`src/rtl/ram_port_arbiter.sv`:
```
// ram_port_arbiter: shares a dual-read/single-write scratch RAM between
// requester A (IO loader) and requester B (solver core).
// Round-robin arbitration, valid/ready handshake, registered read return.
// Optional burst locking is enabled by defining RAM_ARB_LOCK_EN.
module ram_port_arbiter #(
  parameter int ADDRESS_WIDTH = 13,
  parameter int DATA_WIDTH    = 64,
  parameter int DEPTH         = 16
) (
  input  logic                     CLK,
  input  logic                     RST,
  input  logic                     req_a,
  input  logic                     req_b,
  input  logic                     we_a,
  input  logic                     we_b,
  input  logic [ADDRESS_WIDTH-1:0] addr1_a,
  input  logic [ADDRESS_WIDTH-1:0] addr1_b,
  input  logic [ADDRESS_WIDTH-1:0] addr2_a,
  input  logic [ADDRESS_WIDTH-1:0] addr2_b,
  input  logic [DATA_WIDTH-1:0]    wdata_a,
  input  logic [DATA_WIDTH-1:0]    wdata_b,
  input  logic                     lock_a,
  input  logic                     lock_b,
  output logic                     gnt_a,
  output logic                     gnt_b,
  output logic                     rvalid_a,
  output logic                     rvalid_b,
  output logic [DATA_WIDTH-1:0]    rdata1,
  output logic [DATA_WIDTH-1:0]    rdata2,
  output logic                     ram_wr_en,
  output logic [ADDRESS_WIDTH-1:0] ram_addr_wr,
  output logic [ADDRESS_WIDTH-1:0] ram_addr_rd1,
  output logic [ADDRESS_WIDTH-1:0] ram_addr_rd2,
  output logic [DATA_WIDTH-1:0]    ram_wdata,
  input  logic [DATA_WIDTH-1:0]    ram_dout1,
  input  logic [DATA_WIDTH-1:0]    ram_dout2,
  output logic                     addr_err
);

  // One extra bit so DEPTH == 2**ADDRESS_WIDTH still compares correctly.
  localparam logic [ADDRESS_WIDTH:0] DEPTH_EXT = (ADDRESS_WIDTH + 1)'(DEPTH);

  logic                     prio_b_reg;   // 1: B wins the next tie
  logic                     block_a;
  logic                     block_b;
  logic                     xfer;
  logic                     sel_we;
  logic [ADDRESS_WIDTH-1:0] sel_addr1;
  logic [ADDRESS_WIDTH-1:0] sel_addr2;
  logic [DATA_WIDTH-1:0]    sel_wdata;
  logic                     oor1;
  logic                     oor2;
  logic                     rd_pend_a_reg;
  logic                     rd_pend_b_reg;
  logic                     zero1_reg;
  logic                     zero2_reg;

`ifdef RAM_ARB_LOCK_EN
  typedef enum logic [1:0] {LOCK_NONE, LOCK_A, LOCK_B} lock_state_t;
  lock_state_t lock_state_reg;
  lock_state_t lock_state_next;

  // Lock owner register.
  always_ff @(posedge CLK or posedge RST) begin
    if (RST) lock_state_reg <= LOCK_NONE;
    else     lock_state_reg <= lock_state_next;
  end

  // Lock acquire on a locked transfer; release on an unlocked transfer or a req gap.
  always_comb begin
    lock_state_next = lock_state_reg;
    block_a         = 1'b0;
    block_b         = 1'b0;
    case (lock_state_reg)
      LOCK_NONE: begin
        if (gnt_a && lock_a)      lock_state_next = LOCK_A;
        else if (gnt_b && lock_b) lock_state_next = LOCK_B;
      end
      LOCK_A: begin
        block_b = 1'b1;
        if (!req_a || (gnt_a && !lock_a)) lock_state_next = LOCK_NONE;
      end
      LOCK_B: begin
        block_a = 1'b1;
        if (!req_b || (gnt_b && !lock_b)) lock_state_next = LOCK_NONE;
      end
      default: lock_state_next = LOCK_NONE;
    endcase
  end
`else
  // Lock inputs have no effect in this build.
  logic unused_lock;
  assign unused_lock = lock_a ^ lock_b;
  assign block_a     = 1'b0;
  assign block_b     = 1'b0;
`endif

  // Round-robin grant and selection of the winning command.
  always_comb begin
    gnt_a     = req_a && !block_a && (!(req_b && !block_b) || !prio_b_reg);
    gnt_b     = req_b && !block_b && (!(req_a && !block_a) ||  prio_b_reg);
    xfer      = gnt_a || gnt_b;
    sel_we    = gnt_b ? we_b    : we_a;
    sel_addr1 = gnt_b ? addr1_b : addr1_a;
    sel_addr2 = gnt_b ? addr2_b : addr2_a;
    sel_wdata = gnt_b ? wdata_b : wdata_a;
    oor1      = !({1'b0, sel_addr1} < DEPTH_EXT);
    oor2      = !sel_we && !({1'b0, sel_addr2} < DEPTH_EXT);
  end

  // Issue stage: drive RAM pins, remember which requester has a read in flight.
  always_ff @(posedge CLK or posedge RST) begin
    if (RST) begin
      prio_b_reg    <= 1'b0;
      ram_wr_en     <= 1'b0;
      ram_addr_wr   <= '0;
      ram_addr_rd1  <= '0;
      ram_addr_rd2  <= '0;
      ram_wdata     <= '0;
      rd_pend_a_reg <= 1'b0;
      rd_pend_b_reg <= 1'b0;
      zero1_reg     <= 1'b0;
      zero2_reg     <= 1'b0;
      addr_err      <= 1'b0;
    end else begin
      if (gnt_a)      prio_b_reg <= 1'b1;
      else if (gnt_b) prio_b_reg <= 1'b0;

      // Out-of-range writes never reach the RAM.
      ram_wr_en <= xfer && sel_we && !oor1;
      if (xfer && sel_we && !oor1) begin
        ram_addr_wr <= sel_addr1;
        ram_wdata   <= sel_wdata;
      end
      if (xfer && !sel_we) begin
        ram_addr_rd1 <= sel_addr1;
        ram_addr_rd2 <= sel_addr2;
      end

      rd_pend_a_reg <= gnt_a && !we_a;
      rd_pend_b_reg <= gnt_b && !we_b;
      zero1_reg     <= xfer && !sel_we && oor1;
      zero2_reg     <= oor2 && xfer;

      if (xfer && (oor1 || oor2)) addr_err <= 1'b1;
    end
  end

  // Return stage: capture RAM outputs one edge after issue and pulse rvalid.
  always_ff @(posedge CLK or posedge RST) begin
    if (RST) begin
      rvalid_a <= 1'b0;
      rvalid_b <= 1'b0;
      rdata1   <= '0;
      rdata2   <= '0;
    end else begin
      rvalid_a <= rd_pend_a_reg;
      rvalid_b <= rd_pend_b_reg;
      if (rd_pend_a_reg || rd_pend_b_reg) begin
        rdata1 <= zero1_reg ? '0 : ram_dout1;
        rdata2 <= zero2_reg ? '0 : ram_dout2;
      end
    end
  end

endmodule

```
`config.mk`:
```
export PLATFORM = sky130hd
export DESIGN_NAME = ram_port_arbiter
export DESIGN_NICKNAME = d
export VERILOG_FILES = /design/src/rtl/ram_port_arbiter.sv
export SDC_FILE = /design/constraint.sdc
export NUM_CORES = 1
export LEC_CHECK = 0
export BUFFER_PORTS_ARGS = -buffer_cell sky130_fd_sc_hd__buf_2
export CAP_MARGIN = 30
export CORE_AREA = 2 2 215 217
export DETAILED_ROUTE_END_ITERATION = 8
export DIE_AREA = 0 0 217 219
export GPL_ROUTABILITY_DRIVEN = 0
export PLACE_DENSITY = 0.45
export SYNTH_ARGS = -nofsm -noshare
export SYNTH_HDL_FRONTEND = slang
export SYNTH_SLANG_ARGS = --single-unit
export TNS_END_PERCENT = 50
```
`constraint.sdc`:
```
create_clock -name CLK -period 9.2 [get_ports CLK]
set_clock_uncertainty 0.15 [all_clocks]
set_input_delay 0.46 -clock CLK [delete_from_list [all_inputs] [get_ports CLK]]
set_output_delay 0.46 -clock CLK [all_outputs]
set_load 0.05 [all_outputs]
```
[Word-level counts from Yosys, hierarchy flattened]
Cells that the tools add are included.
Storage, ports and cells
  word-level logic and storage cells: 50
  input port bits: 316
  output and inout port bits: 237
  flip-flop bits (word level): 240
Operators by class
  muxes and demuxes: 8
  $lt $le $gt $ge: 2
  reductions and logical operators: 25
Operators by type and width (number)
  2-to-1 mux 64 bit: 3
  less-than comparator 13 x 5 -> 1 bit (second input constant): 2
  2-to-1 mux 13 bit: 2
  logical AND 1 bit: 11
  zero test 1 bit: 8
  logical OR 1 bit: 5
  2-to-1 mux 1 bit: 3
  nonzero test 2 bit: 1

[Longest topological paths before layout]
  word-level depth: 9
  gate-level depth with buffers: 8
  depth with buffers taken out: 6

[Worst setup path after synthesis]
OpenSTA, ideal clock, no wires.
  kind: input port to flip-flop
  start point: input port req_b
  end point: register ram_wdata[0]
  arrival time: 1.871 ns
  library setup time: 0.127 ns
  stages on the path: 8
  path buffers: 2
  path slack: 7.051 ns
  required time: 8.923 ns
  cells stage by stage: nand2_1 -> nand2_1 -> inv_1 -> nand2_1 -> a21boi_4 -> buf_6 -> buf_6 -> mux2_1
Between the ends
  cells in the longest elaborated chain, start to end: 6
  elaborated cells between the ends (all ways): 11
  classes of those cells: order compare (1); mux (3); reduce/logical (7)
Ends and longest elaborated chain
  from (decl): line 13  | input logic req_b,
  zero test 1 bit: line 100  | gnt_a = req_a && !block_a && (!(req_b && !block_b) || !prio_b_reg);
  logical OR 1 bit: line 100
  logical AND 1 bit: line 100
  via gnt_a: line 24  | output logic gnt_a,
  logical OR 1 bit: line 102  | xfer = gnt_a || gnt_b;
  logical AND 1 bit (2 in a row): line 131  | if (xfer && sel_we && !oor1) begin
  to (signal assigned): line 133  | ram_wdata <= sel_wdata;
  to (decl): line 34  | output logic [DATA_WIDTH-1:0] ram_wdata,
The timed path passes the listed nets, and every way through them passes these cells.
A chain may end at the register's enable or synchronous reset.

[Worst setup path in the final report]
  start point: input port req_b
  end point: register ram_wdata[15]
Between the ends
  cells in the longest elaborated chain, start to end: 6
  elaborated cells between the ends (all ways): 11
  classes of those cells: order compare (1); mux (3); reduce/logical (7)
Ends and longest elaborated chain
  parallel branches: the longest is 6 deep, another holds less-than comparator 13 x 5 -> 1 bit
Parallel ways; which one is timed is not known.

==> results by group <==
Finish
  • Area delta synth->final: 51.0%
  • Final layout net count: 2028
  • Filler cell count: 4759
  • Top Registers: ram_wdata x64, rdata1 x64, rdata2 x64
  • Final instance area: 0.0158 mm^2
  • Share of cells above drive strength 1: 38.5%

Synth
  • Synth area leaders: dfrtp_1, nand2_1, nand2b_1
  • Avg Cell Area, Syn: 9.62 um^2
  • Cell taking the most area after synthesis: dfrtp_1
  • Syn Inst Count: 1089
  • Sequential fraction of the synthesis area: 57.3%
  • Count of different cell masters after synthesis: 26
  • Area share of the largest cell type after synthesis: 57.3%
  • Synth Net Count: 1405
  • Most frequent cell after synthesis: nand2_1
  • Number of synthesized register bits: 240
  • Most frequent cells after synthesis: nand2_1, dfrtp_1, nand2b_1, o21ai_0, mux2_2
  • Synthesized area: 0.0105 mm^2
  • Synth Flop Type: dfrtp_1
  • Synthesized-area fraction occupied by and/or/nand/nor cells: 22.2%
  • Xor and xnor fraction of the mapped netlist area: 0%
  • Largest family of logic cells by synthesized area: simple AND/OR/NAND/NOR gates
  • Compound-cell area share of the yosys netlist: 7.69%
  • EDFF count, synth: 0
  • Multiplexer share of the synthesized area: 9.46%
  • Count of warnings emitted by yosys: 0
  • Asr flop ratio synth: 100%
  • Post-synthesis adder-cell area fraction: 0%

Routing
  • Iter 0 DRT Violations: 461
  • Vias: 9575
  • Vias per Instance: 4.10
  • DR WL/cell: 15.4 um
  • TritonRoute pass-1 iters: 4
  • DRC Markers: 0
  • Final WL: 36.0 mm
  • Routed Antenna Nets: 0

Global routing
  • Grt ovf: 0
  • Initial antenna violation count: 4
  • Largest net degree at the start of global routing: 257
  • Aggregate global-route resource usage: 14.4%
  • Vias in the first global route: 9473
  • First-pass GRT wire length: 54.4 mm

Power
  • Sw frac: 36.9%
  • Total internal power: 2.19 mW
  • Peak supply drop: 0.129 mV
  • Share of power burned in registers: 36.1%
  • Total chip power: 3.47 mW
  • PwrDens: 219 mW/mm^2
  • Leakage: 8.49 nW
  • Sw Pwr: 1.28 mW
  • Clk pwr share: 34.0%
  • Comb pwr share: 29.9%

Worst setup path
  • CP cell instances: dlygate4sd3_1, buf_2, nand2_4, inv_2, buf_4, mux2i_1, a21boi_4, buf_4, mux2_2
  • Crit Path Max Fanout: 73
  • Critical Path RT: 9470 ps
  • CP Class: in2reg
  • CP dominant cell by count: buf_4
  • Worst EP arrival: 4340 ps
  • Worst path slowest cell: buf_4
  • Worst setup EP type: flip-flop
  • Slowest stage delay, CP: 730 ps
  • Crit start category: input pin

Place
  • Placed Area: 0.0138 mm^2
  • Dpl ws: 4880 ps
  • HPWL after detailed placement: 25.4 mm
  • I/O Buffers: 550

CTS
  • Num CTS Buffers: 29
  • Post-CTS Setup Bufs: 0
  • CTS sink cnt: 240
  • Clk_lat worst skew: 540 ps
  • Clock Tree Root: clkbuf_16
  • CTS tree: done
  • Clock tree buffer depth: 3
  • H-tree level count: 1
  • Worst-path clk slew: 60 ps

Job
  • Max-cap violations: 0

Floorplan
  • Die ar.: 0.0475 mm^2
  • Row Count: 78
  • Core Area: 0.0451 mm^2
  • Chip Height: 219 um
  • Io pins: 553
  • Die X: 217 um
  • Initial Util: 23.2%

STA
  • Final Hold Fails: 0
  • Fin. max-slew vios: 0
  • Unrepaired setup endpoints after global routing: no
  • Slew margin rel.: 27.0%
  • Fin worst setup slack: 5140 ps
  • Max frequency: 0.246 GHz
  • Worst Tran Pin Value: 1090 ps
  • Final Cycle Share: 44.1%
  • Final setup vio count: 0
  • Setup_tns: 0 ps
  • Crit path time final: 4060 ps

Min path
  • Hold Crit Class: in2reg

Run status
  • Run status: finished, final reports clean
-- cells in the final DEF, fill, tap and decap left out, drive strengths merged, types with 8 or more instances in the layout --
cell type,instances
dlygate4sd3,105
nor2,35
mux2i,27
inv,8
dfrtp,240
mux2,64
a21oi,22
buf,559
clkbuf,45
nand2,333
nand2b,129
nor2b,10
o21ai,129
-- power by group through the flow --
stage | sequential [mW] | combinational (mW) | clock [mW]
after floorplan | 1.74 | 0.234 | 0
after global placement | 1.27 | 1.01 | 0
after detailed placement | 1.27 | 1.01 | 0
after CTS | 1.25 | 1.05 | 1.22
after global routing | 1.27 | 1.11 | 1.27
final | 1.25 | 1.04 | 1.18
-- cell type report --
type / count / area, um^2 / share of cell area, %
inverter: 8 / 37.5 / 0.237
clock buffer: 45 / 876 / 5.54
antenna: 2 / 5.00 / 0.0316
tap: 600 / 751 / 4.75
sequential: 240 / 6010 / 38.0
timing repair buffer: 664 / 3880 / 24.5
multi-input combinational: 769 / 4160 / 26.3
clock inverter: 6 / 105 / 0.664
-- per-stage QoR --
| step | hold slack, ps | util [%] | cells |
|---|---|---|---|
| after global placement | 270 | 30.6 | 2176 |
| after floorplan | 204 | - | 1089 |
| after detailed placement | 270 | 30.6 | 2176 |
| after global routing | 7.16 | 35.1 | 2333 |
| after CTS | 0.248 | 35.1 | 2332 |
| final | 27.2 | 35.1 | 2334 |
-- metal layers --
| metal | track usage (%) | vias to the layer above | wire length, um |
|---|---|---|---|
| li1 | - | 4752 | - |
| met1 | 17.8 | 4412 | 15100 |
| met2 | 24.3 | 364 | 17000 |
| met3 | 4.91 | 43 | 3200 |
| met4 | 2.92 | 4 | 666 |
| met5 | 0 | - | 26 |
-- cells by family (layout without fill, tap and decap cells) --
family                 after synthesis  count (layout)
multiplexers                        91              91
AO/OA/AOI/OAI                      157             157
other                                0               2
flip-flops                         240             240
AND/OR/NAND/NOR                    521             521
buffers and inverters               80             723
-- final timing paths --
| kind | startpoint | end | slack [ps] | depth (start not counted) |
|---|---|---|---|---|
| worst max-delay path | req_b | ram_wdata[15] | 5140 | 9 |
| worst min-delay path | ram_dout2[3] | rdata2[3] | 30 | 3 |
| worst max register to register | prio_b_reg | ram_wdata[15] | 5200 | 8 |
| worst min register to register | rd_pend_a_reg | rvalid_a | 280 | 0 |
| max in group asynchronous | RST | ram_addr_rd1[5] | 6910 | 4 |
| min in group asynchronous | RST | rdata1[45] | 460 | 3 |
-- repair_timing --
action / CTS / global route
gates resized for setup: 0 / 0
hold buffers: 105 / 0
endpoints found under the hold margin: 160 / 0
-- worst max-delay path: cells and delay by family --
kind	cells	cell delay [ps]
mux	2	840
simple gates	1	250
compound gates	1	540
buf+inv	5	2140
(Power assumes the default switching activity.)
